### src/rtl/unidade_controle_drone_pkg.sv
// Shared definitions for the drone game controller: 4-bit state codes
// reused by the FSM and by any debug or HEX display decoder.
package unidade_controle_drone_pkg;

  typedef enum logic [3:0] {
    ST_INICIAL  = 4'h0,
    ST_RESTAURA = 4'h1,
    ST_ESC_MODO = 4'h2,
    ST_ESC_VIDA = 4'h3,
    ST_ESC_MAPA = 4'h4,
    ST_PREPARA  = 4'h5,
    ST_ESPERA   = 4'h6,
    ST_CHECA    = 4'h7,
    ST_VERIFICA = 4'h8,
    ST_GANHOU   = 4'h9,
    ST_PERDEU   = 4'hA
  } estado_t;

endpackage

### src/rtl/unidade_controle_drone_edge_detector.sv
// Rising-edge detector: one-cycle pulse when sinal goes 0 -> 1.
// Synchronous active-high reset clears the history register.
module edge_detector (
  input  logic clock,
  input  logic reset,
  input  logic sinal,
  output logic pulso
);

  logic sinal_q;

  always_ff @(posedge clock) begin
    if (reset) sinal_q <= 1'b0;
    else       sinal_q <= sinal;
  end

  assign pulso = sinal & ~sinal_q;

endmodule

### src/rtl/unidade_controle_drone.sv
// Moore controller for one drone game: map restore, menus, move loop, win/loss.
// All datapath strobes are decoded from the current state; db_estado exposes it.
module unidade_controle_drone
  import unidade_controle_drone_pkg::*;
#(
  parameter int USA_TIMEOUT = 1
) (
  input  logic       clock,
  input  logic       reset,
  input  logic       iniciar,
  input  logic       confirma,
  input  logic       borda_movimento,
  input  logic       timeout,
  input  logic       colisao,
  input  logic       fim_mapa,
  input  logic       fim_restore,
  output logic       zeraPosicoes,
  output logic       resetaVidas,
  output logic       contaT,
  output logic       zeraT,
  output logic       desloca,
  output logic       escolhe_modo,
  output logic       escolhe_vida,
  output logic       escolhe_mapa,
  output logic       checa_colisao,
  output logic       atualiza,
  output logic       restore,
  output logic       ganhou,
  output logic       perdeu,
  output logic [3:0] db_estado
);

  estado_t estado_atual;
  estado_t proximo_estado;
  logic    conf_p;

  // A held confirm button yields a single pulse, so it advances one menu only.
  edge_detector u_conf_edge (
    .clock (clock),
    .reset (~reset),
    .sinal (confirma),
    .pulso (conf_p)
  );

  always_ff @(posedge clock) begin
    if (!reset) estado_atual <= ST_INICIAL;
    else        estado_atual <= proximo_estado;
  end

  always_comb begin
    proximo_estado = estado_atual;
    case (estado_atual)
      ST_INICIAL:  if (iniciar)     proximo_estado = ST_RESTAURA;
      ST_RESTAURA: if (fim_restore) proximo_estado = ST_ESC_MODO;
      ST_ESC_MODO: if (conf_p)      proximo_estado = ST_ESC_VIDA;
      ST_ESC_VIDA: if (conf_p)      proximo_estado = ST_ESC_MAPA;
      ST_ESC_MAPA: if (conf_p)      proximo_estado = ST_PREPARA;
      ST_PREPARA:                   proximo_estado = ST_ESPERA;
      ST_ESPERA: begin
        // A move in the same cycle as the timer expiring still counts.
        if (borda_movimento)                    proximo_estado = ST_CHECA;
        else if (timeout && (USA_TIMEOUT != 0)) proximo_estado = ST_PERDEU;
      end
      ST_CHECA:    proximo_estado = ST_VERIFICA;
      ST_VERIFICA: begin
        if (colisao)       proximo_estado = ST_PERDEU;
        else if (fim_mapa) proximo_estado = ST_GANHOU;
        else               proximo_estado = ST_ESPERA;
      end
      ST_GANHOU:   if (conf_p) proximo_estado = ST_INICIAL;
      ST_PERDEU:   if (conf_p) proximo_estado = ST_INICIAL;
      default:     proximo_estado = ST_INICIAL;
    endcase
  end

  always_comb begin
    zeraPosicoes  = 1'b0;
    resetaVidas   = 1'b0;
    contaT        = 1'b0;
    zeraT         = 1'b0;
    desloca       = 1'b0;
    escolhe_modo  = 1'b0;
    escolhe_vida  = 1'b0;
    escolhe_mapa  = 1'b0;
    checa_colisao = 1'b0;
    atualiza      = 1'b0;
    restore       = 1'b0;
    ganhou        = 1'b0;
    perdeu        = 1'b0;
    case (estado_atual)
      ST_RESTAURA: restore      = 1'b1;
      ST_ESC_MODO: escolhe_modo = 1'b1;
      ST_ESC_VIDA: escolhe_vida = 1'b1;
      ST_ESC_MAPA: escolhe_mapa = 1'b1;
      // Keeps the chosen lives and map; only positions and timer restart.
      ST_PREPARA: begin
        zeraPosicoes = 1'b1;
        zeraT        = 1'b1;
      end
      ST_ESPERA: begin
        contaT  = 1'b1;
        desloca = 1'b1;
      end
      ST_CHECA: begin
        checa_colisao = 1'b1;
        atualiza      = 1'b1;
      end
      ST_VERIFICA: zeraT  = 1'b1;
      ST_GANHOU:   ganhou = 1'b1;
      ST_PERDEU:   perdeu = 1'b1;
      default: begin
        zeraPosicoes = 1'b1;
        resetaVidas  = 1'b1;
        zeraT        = 1'b1;
      end
    endcase
  end

  assign db_estado = estado_atual;

endmodule
### config.mk
export PLATFORM = sky130hd
export DESIGN_NAME = unidade_controle_drone
export DESIGN_NICKNAME = d
export VERILOG_FILES = /design/src/rtl/unidade_controle_drone_pkg.sv /design/src/rtl/unidade_controle_drone_edge_detector.sv /design/src/rtl/unidade_controle_drone.sv
export SDC_FILE = /design/constraint.sdc
export NUM_CORES = 1
export LEC_CHECK = 0
export ABC_AREA = 1
export BUFFER_PORTS_ARGS = -buffer_cell sky130_fd_sc_hd__buf_2
export CORE_MARGIN = 2
export CORE_UTILIZATION = 39
export DETAILED_ROUTE_END_ITERATION = 10
export PLACE_DENSITY = 0.7
export SYNTH_ARGS = -nofsm -noshare
export SYNTH_HDL_FRONTEND = slang
export SYNTH_SLANG_ARGS = --single-unit
### constraint.sdc
create_clock -name clock -period 1.1 [get_ports clock]
set_input_delay 0.11 -clock clock [delete_from_list [all_inputs] [get_ports clock]]
set_output_delay 0.11 -clock clock [all_outputs]
set_load 0.05 [all_outputs]
==> reports/summary.log, run 1 <==
[sta] Worst slew margin 81.4%
[global_routing] aggregate global-route resource usage 28.2%
[sta] highest clock rate 677 MHz
[final_layout] cell area after layout 1190 um^2
[pwr] internal power component 1730 uW
[floorplan] floorplan die area 1680 um^2
[final_layout] fill cell total of the finished layout 53
[logic_synthesis] post-synthesis cell area 533 um^2
[status] violations in the final reports setup timing
[placement] number of port buffers 25
[worst_setup_path] launch point of the worst reg-to-reg path db_estado[1]
[worst_setup_path] data required time of the critical path 0.99 ns
[detailed_routing] First-pass DRT Iterations 5
[sta] Worst Max-Slew Pin Slew 0.279 ns
[placement] post-detailed-placement cell area 856 um^2
[logic_synthesis] fraction of synthesized cell area taken by the top area cell type 18.8%
[final_layout] most used cells in the layout excluding fill and tap cells nand2_1 (17), buf_4 (15), nor2_4 (11), buf_6 (11), buf_8 (11)
[final_layout] share of layout cells above drive strength 1 66.0%
[worst_setup_path] Critical path origin db_estado[1]
[placement] global placer's final weighted congestion 0.870
[logic_synthesis] post-synth net total 106
[clocking] maximum clock path buffer count 2
[worst_hold_path] instance count along the most critical hold path 3
[logic_synthesis] Post-Synthesis Mean Instance Area 5.49 um^2
[worst_setup_path] Max stage delay cell, worst path dfxtp_4
[global_routing] pin count of the biggest net entering global routing 9
[flow_run] max-cap violation count 0
[worst_setup_path] Reg-to-Reg End db_estado[2]
[final_layout] most common cell after layout, fill and taps aside nand2_1
[sta] Post-Route Setup TNS -5.13 ns
[final_layout] Final nets 154
[detailed_routing] Via density 5.15
[logic_synthesis] sequential fraction of the synthesis area 18.8%
[sta] shortest period the worst path allows 1.48 ns
[pwr] final total power 3890 uW
[clocking] H-tree levels 1
[pwr] worst-case vdd ir drop 0.00237 V
[worst_setup_path] capturing element type of the critical path primary output
[clocking] clock sinks 5
[worst_setup_path] Register-to-Register Setup Slack -0.35 ns
[pwr] cell area power density 3270 nW/um^2
[final_layout] area growth from synthesis to final layout 123%
[logic_synthesis] Synth Instances 97
[sta] Setup violations, final 18
[sta] Period Utilization, post-route 134%
[global_routing] vias in the first global route 731
[worst_setup_path] Critical Path Fanout Max 5
[pwr] proportion of total power due to net switching 55.4%
[clocking] number of buffers created by CTS 3
[logic_synthesis] total of flip-flops plus latches after synthesis 5
[floorplan] floorplan core area 1280 um^2
[sta] Final Worst Setup Slack -0.377 ns
[clocking] clock tree root driver cell clkbuf_4
[sta] final count of pins violating max slew 0
[sta] setup skew after layout 0.00355 ns
[worst_setup_path] cell repeated most along the worst path buf_4
[detailed_routing] DRC violations left 0
[logic_synthesis] synth warn 0
[pwr] sequential share of power 9.8%
[placement] total half-perimeter wirelength after legalization and detailed placement 1280 um
[logic_synthesis] largest area contributor in the synthesized netlist dfxtp_1
[clocking] TritonCTS clock tree yes
[final_layout] Layout Utilization 92.5%
[detailed_routing] number of vias in the routed layout 819
[worst_setup_path] start-to-end type of the worst setup path reg2out
[clocking] clock insertion delay at the later pin of the skew report 0.25 ns
[worst_setup_path] Worst Reg2Reg Path Length in Cells 10
[floorplan] die extent in x 41.0 um
[worst_setup_path] CP cell instances buf_4, inv_4, buf_4, nor3_4, buf_6
[global_routing] global-route wire length before repair 3000 um
[floorplan] starting utilization of the core area 41.5%
[logic_synthesis] Cell variety after synth 18
[detailed_routing] remaining antenna violation count after routing 0
[detailed_routing] First DRT Iteration DRCs 23
[global_routing] number of antenna violations at the first check in global routing 0
[detailed_routing] Wirelength per Cell 14.9 um
[clocking] clock slew at the register clock pins of the worst setup and hold paths 0.04 ns
[detailed_routing] aggregate routed wire length 2360 um
[worst_setup_path] Worst Setup EP perdeu
[pwr] Comb power frac 84.6%
[floorplan] top-level port count 26
[sta] final number of hold-violating endpoints 0
[worst_hold_path] Worst Hold Class in2reg
[floorplan] Die Ht 41.0 um
[floorplan] Std-Cell Rows 13
[pwr] total leakage power 0.000596 uW
[pwr] switching power total 2150 uW
[worst_setup_path] kind of launch point of the worst setup path register
[worst_setup_path] Arrival @ worst endpoint 1.37 ns
[logic_synthesis] leading post-synthesis cells by cell area dfxtp_1 (19%), nand2_1 (15%), inv_1 (11%), nor2_1 (9.9%), nand3_1 (9.4%)
[worst_setup_path] critical path's largest stage delay 0.40 ns
[final_layout] Antenna Cells 0
[pwr] proportion of power drawn by the clock network 5.6%
[global_routing] grt ovf 0
[sta] unrepaired setup endpoints after global routing yes
[status] status complete, but fails checks
final cells by class:
class | instances | area [um^2] | share of cell area (%)
multi-input combinational | 70 | 478 | 40.2
timing repair buffer | 45 | 442 | 37.2
tap | 15 | 18.8 | 1.58
inverter | 20 | 109 | 9.16
clock buffer | 4 | 26.3 | 2.21
sequential | 5 | 115 | 9.68
worst min-delay path by stage:
stage          startpoint             endpoint  slack (ns)
3_5_place_dp     confirma  u_conf_edge.sinal_q        0.32
5_1_grt          confirma  u_conf_edge.sinal_q        0.06
3_3_place_gp     confirma  u_conf_edge.sinal_q        0.31
6_report         confirma  u_conf_edge.sinal_q        0.07
2_1_floorplan    confirma  u_conf_edge.sinal_q        0.20
4_1_cts          confirma  u_conf_edge.sinal_q        0.06
registers in the layout, indices dropped and copies added (netlist names):
| name | flops |
|---|---|
| u_conf_edge.sinal_q | 1 |
| db_estado | 4 |
cell families (layout without fill, tap and decap cells):
family	count (synthesis)	after routing	synth area share (%)
and+or+nand+nor	63	63	57.3
AOI/OAI and AO/OA	7	7	7.04
DFF	5	5	18.8
buffers and inverters	22	69	16.9
synthesized netlist by cell type:
cell type,number
nand2_2,3
nor3_1,2
buf_4,2
o21ai_0,1
or2_2,1
inv_1,16
nand2_1,22
dfxtp_1,5
nor2_1,14
nor2_2,6
nand3_2,1
inv_2,4
nor2_4,2
nand3b_1,2
nand3_1,10
a21oi_1,4
o211ai_1,1
o21ai_1,1
routing by layer:
metal | GRT usage (%) | routed length [um] | vias to the layer above
met3 | 6.52 | 92 | 8
met5 | 0 | 0 | -
li1 | - | - | 396
met1 | 29.3 | 923 | 385
met4 | 22.5 | 68 | 0
met2 | 47.7 | 1280 | 30
through the flow:
step	cells	setup slack, ns	hold WS, ns
global route	159	-0.446	0.0552
finish	159	-0.377	0.0660
CTS	157	-0.344	0.0616
detailed placement	147	-0.276	0.316
floorplan	97	-0.406	0.203
global placement	147	-0.243	0.309
power groups by stage:
stage	Clock (uW)	Sequential (uW)	Combinational, uW
global route	240	391	3470
CTS	217	362	2930
detailed placement	0	349	2320
finish	217	382	3290
global placement	0	347	2310
floorplan	0	575	1520
worst max-delay path, delay by kind of cell, from the launching register on:
kind	cells	cell delay [ns]
AND/OR/NAND/NOR	1	0.19
buffers and inverters	4	0.53
flip-flops	1	0.40
what timing repair did:
action / CTS / global route
hold buffers: 0 / 0
gates resized for setup: 57 / 16
setup buffers: 6 / 2
pin swaps: 10 / 4
endpoints found under the setup margin: 21 / 19
Note: power is estimated with default switching activity, not from simulation.
==> inputs of run 2 (changes only) <==
PLACE_DENSITY = 0.72   (was 0.7)
==> run 2 against run 1 <==
Compared with the run above: the run still ends with setup timing left; register-to-register slack got worse by 0.05 ns; critical endpoint is now restore; combinational power increased by 6.1%; global-route usage increased by 1.4 points; via count increased by 16%; largest power group unchanged; critical path depth increased by 1; total power increased by 5.7%; sequential share of layout area decreased by 0.32 points.
==> reports/summary.log, run 2 (same netlist as run 1, synthesis figures left out) <==
[status] status complete, but fails checks
[status] violations in the final reports setup timing
[final_layout] share of layout cells above drive strength 1 70.2%
[sta] Final Worst Setup Slack -0.471 ns
[pwr] worst-case vdd ir drop 0.00261 V
[worst_setup_path] gate family responsible for the most delay along the worst path buffers and inverters
[sta] Worst slew margin 81.2%
[worst_setup_path] Worst Setup EP restore
[worst_setup_path] Buf/Inv on CP 4
[worst_setup_path] cell repeated most along the worst path buf_6
[final_layout] flip-flop count of the largest register after layout 4
[sta] unrepaired setup endpoints after global routing yes
[placement] total half-perimeter wirelength after legalization and detailed placement 1350 um
[clocking] number of hold buffers added after cts 0
[worst_setup_path] CP cell instances buf_6, nor2_4, buf_4, inv_2, nor3_4, buf_6
[detailed_routing] First-pass DRT Iterations 4
[clocking] number of buffers created by CTS 3
[worst_setup_path] data required time of the critical path 0.99 ns
[worst_setup_path] critical path's largest stage delay 0.38 ns
[sta] Worst Max-Slew Pin Slew 0.282 ns
[global_routing] pin count of the biggest net entering global routing 9
[worst_setup_path] Register-to-Register Setup Slack -0.40 ns
[final_layout] most used cells in the layout excluding fill and tap cells buf_4 (24), nand2_1 (16), buf_6 (13)
[worst_hold_path] Worst Hold Class in2reg
[detailed_routing] remaining antenna violation count after routing 0
[global_routing] grt ovf 0
[detailed_routing] number of vias in the routed layout 947
[clocking] TritonCTS clock tree yes
[placement] Placed Instances 153
[detailed_routing] First DRT Iteration DRCs 49
[floorplan] die extent in x 41.0 um
[detailed_routing] Wirelength per Cell 18.8 um
[clocking] H-tree levels 1
[worst_setup_path] start-to-end type of the worst setup path reg2out
[floorplan] top-level port count 26
[sta] Period Utilization, post-route 143%
[sta] worst hold slack after final layout 0.0808 ns
[final_layout] area growth from synthesis to final layout 131%
[worst_setup_path] kind of launch point of the worst setup path register
[placement] global placer's final weighted congestion 0.791
[placement] worst slack, placed -0.296 ns
[detailed_routing] Via density 5.70
[final_layout] area of the multi-input gates 492 um^2
[global_routing] aggregate global-route resource usage 29.6%
[final_layout] Antenna Cells 0
[clocking] clock insertion delay at the later pin of the skew report 0.26 ns
[clocking] clock tree root driver cell clkbuf_4
[clocking] clock sinks 5
[final_layout] Layout Utilization 95.6%
[sta] final number of hold-violating endpoints 0
[floorplan] Die Ht 41.0 um
[global_routing] global-route wire length before repair 3270 um
[floorplan] Std-Cell Rows 13
[clocking] maximum clock path buffer count 2
[pwr] total leakage power 0.000633 uW
[global_routing] vias in the first global route 756
[pwr] cell area power density 3340 nW/um^2
[final_layout] Cell Count, Final, Fillers Out 166
[detailed_routing] aggregate routed wire length 3120 um
[sta] Setup violations, final 18
[clocking] clock slew at the register clock pins of the worst setup and hold paths 0.05 ns
[worst_setup_path] Max stage delay cell, worst path dfxtp_4
[sta] final count of pins violating max slew 0
[placement] number of port buffers 25
[floorplan] floorplan core area 1280 um^2
[sta] highest clock rate 637 MHz
[final_layout] fill cell total of the finished layout 32
[flow_run] max-cap violation count 0
[worst_setup_path] Critical path origin db_estado[1]
[final_layout] Final nets 161
[final_layout] register cell area after layout 115 um^2
[sta] shortest period the worst path allows 1.57 ns
[worst_setup_path] launch point of the worst reg-to-reg path db_estado[1]
[pwr] final total power 4110 uW
[global_routing] number of antenna violations at the first check in global routing 0
[sta] setup skew after layout 0.00617 ns
[floorplan] floorplan die area 1680 um^2
[worst_setup_path] Worst Reg2Reg Path Length in Cells 8
[worst_setup_path] Reg-to-Reg End db_estado[1]
[worst_setup_path] Critical Path Fanout Max 6
[worst_setup_path] critical path depth in cells 6
[worst_setup_path] capturing element type of the critical path primary output
[final_layout] most common cell after layout, fill and taps aside buf_4
[floorplan] starting utilization of the core area 41.5%
[worst_setup_path] Arrival @ worst endpoint 1.46 ns
[detailed_routing] DRC violations left 0
-- run 2: how the worst min path moves through the flow --
| stage | startpoint | end | cells past startpoint |
|---|---|---|---|
| 6_report | confirma | u_conf_edge.sinal_q | 3 |
| 5_1_grt | confirma | u_conf_edge.sinal_q | 3 |
| 4_1_cts | confirma | u_conf_edge.sinal_q | 3 |
| 3_5_place_dp | confirma | u_conf_edge.sinal_q | 3 |
| 3_3_place_gp | confirma | u_conf_edge.sinal_q | 3 |
| 2_1_floorplan | confirma | u_conf_edge.sinal_q | 2 |
-- run 2: final cells by class --
class / count / area share, %
clock buffer: 3 / 1.83
tap: 15 / 1.53
inverter: 20 / 8.45
multi-input combinational: 70 / 40.0
timing repair buffer: 52 / 38.4
clock inverter: 1 / 0.407
sequential: 5 / 9.37
-- run 2: where the power goes --
| part | total, uW | internal (uW) | switching [uW] | leakage (uW) |
|---|---|---|---|---|
| Clock | 224 | 132 | 91.6 | 0.0000177 |
| Sequential | 398 | 266 | 132 | 0.0000440 |
| Combinational | 3490 | 1400 | 2090 | 0.000571 |
-- run 2: timing repair --
item,in CTS,in global routing
pin swaps,11,8
gates cloned,0,0
gates resized for setup,54,14
endpoints found under the setup margin,20,20
buffers inserted,7,3
-- run 2: stage by stage --
stage / cell area (um^2) / TNS, ns
after floorplan: 644 / -2.58
after global placement: 901 / -2.13
after detailed placement: 901 / -2.44
after CTS: 1160 / -4.74
after global routing: 1230 / -7.25
final: 1230 / -6.25
-- run 2: tightest hold or removal path, stage by stage --
cell     delay [ns]
buf_2          0.10
nand2_1        0.05
inv_1          0.04
-- run 2: metal layers --
layer | vias up | routed length [um] | track usage (%)
li1 | 407 | - | -
met1 | 413 | 1040 | 34.3
met2 | 90 | 1530 | 51.2
met3 | 37 | 248 | 3.26
met4 | 0 | 293 | 17.5
met5 | - | 0 | 0
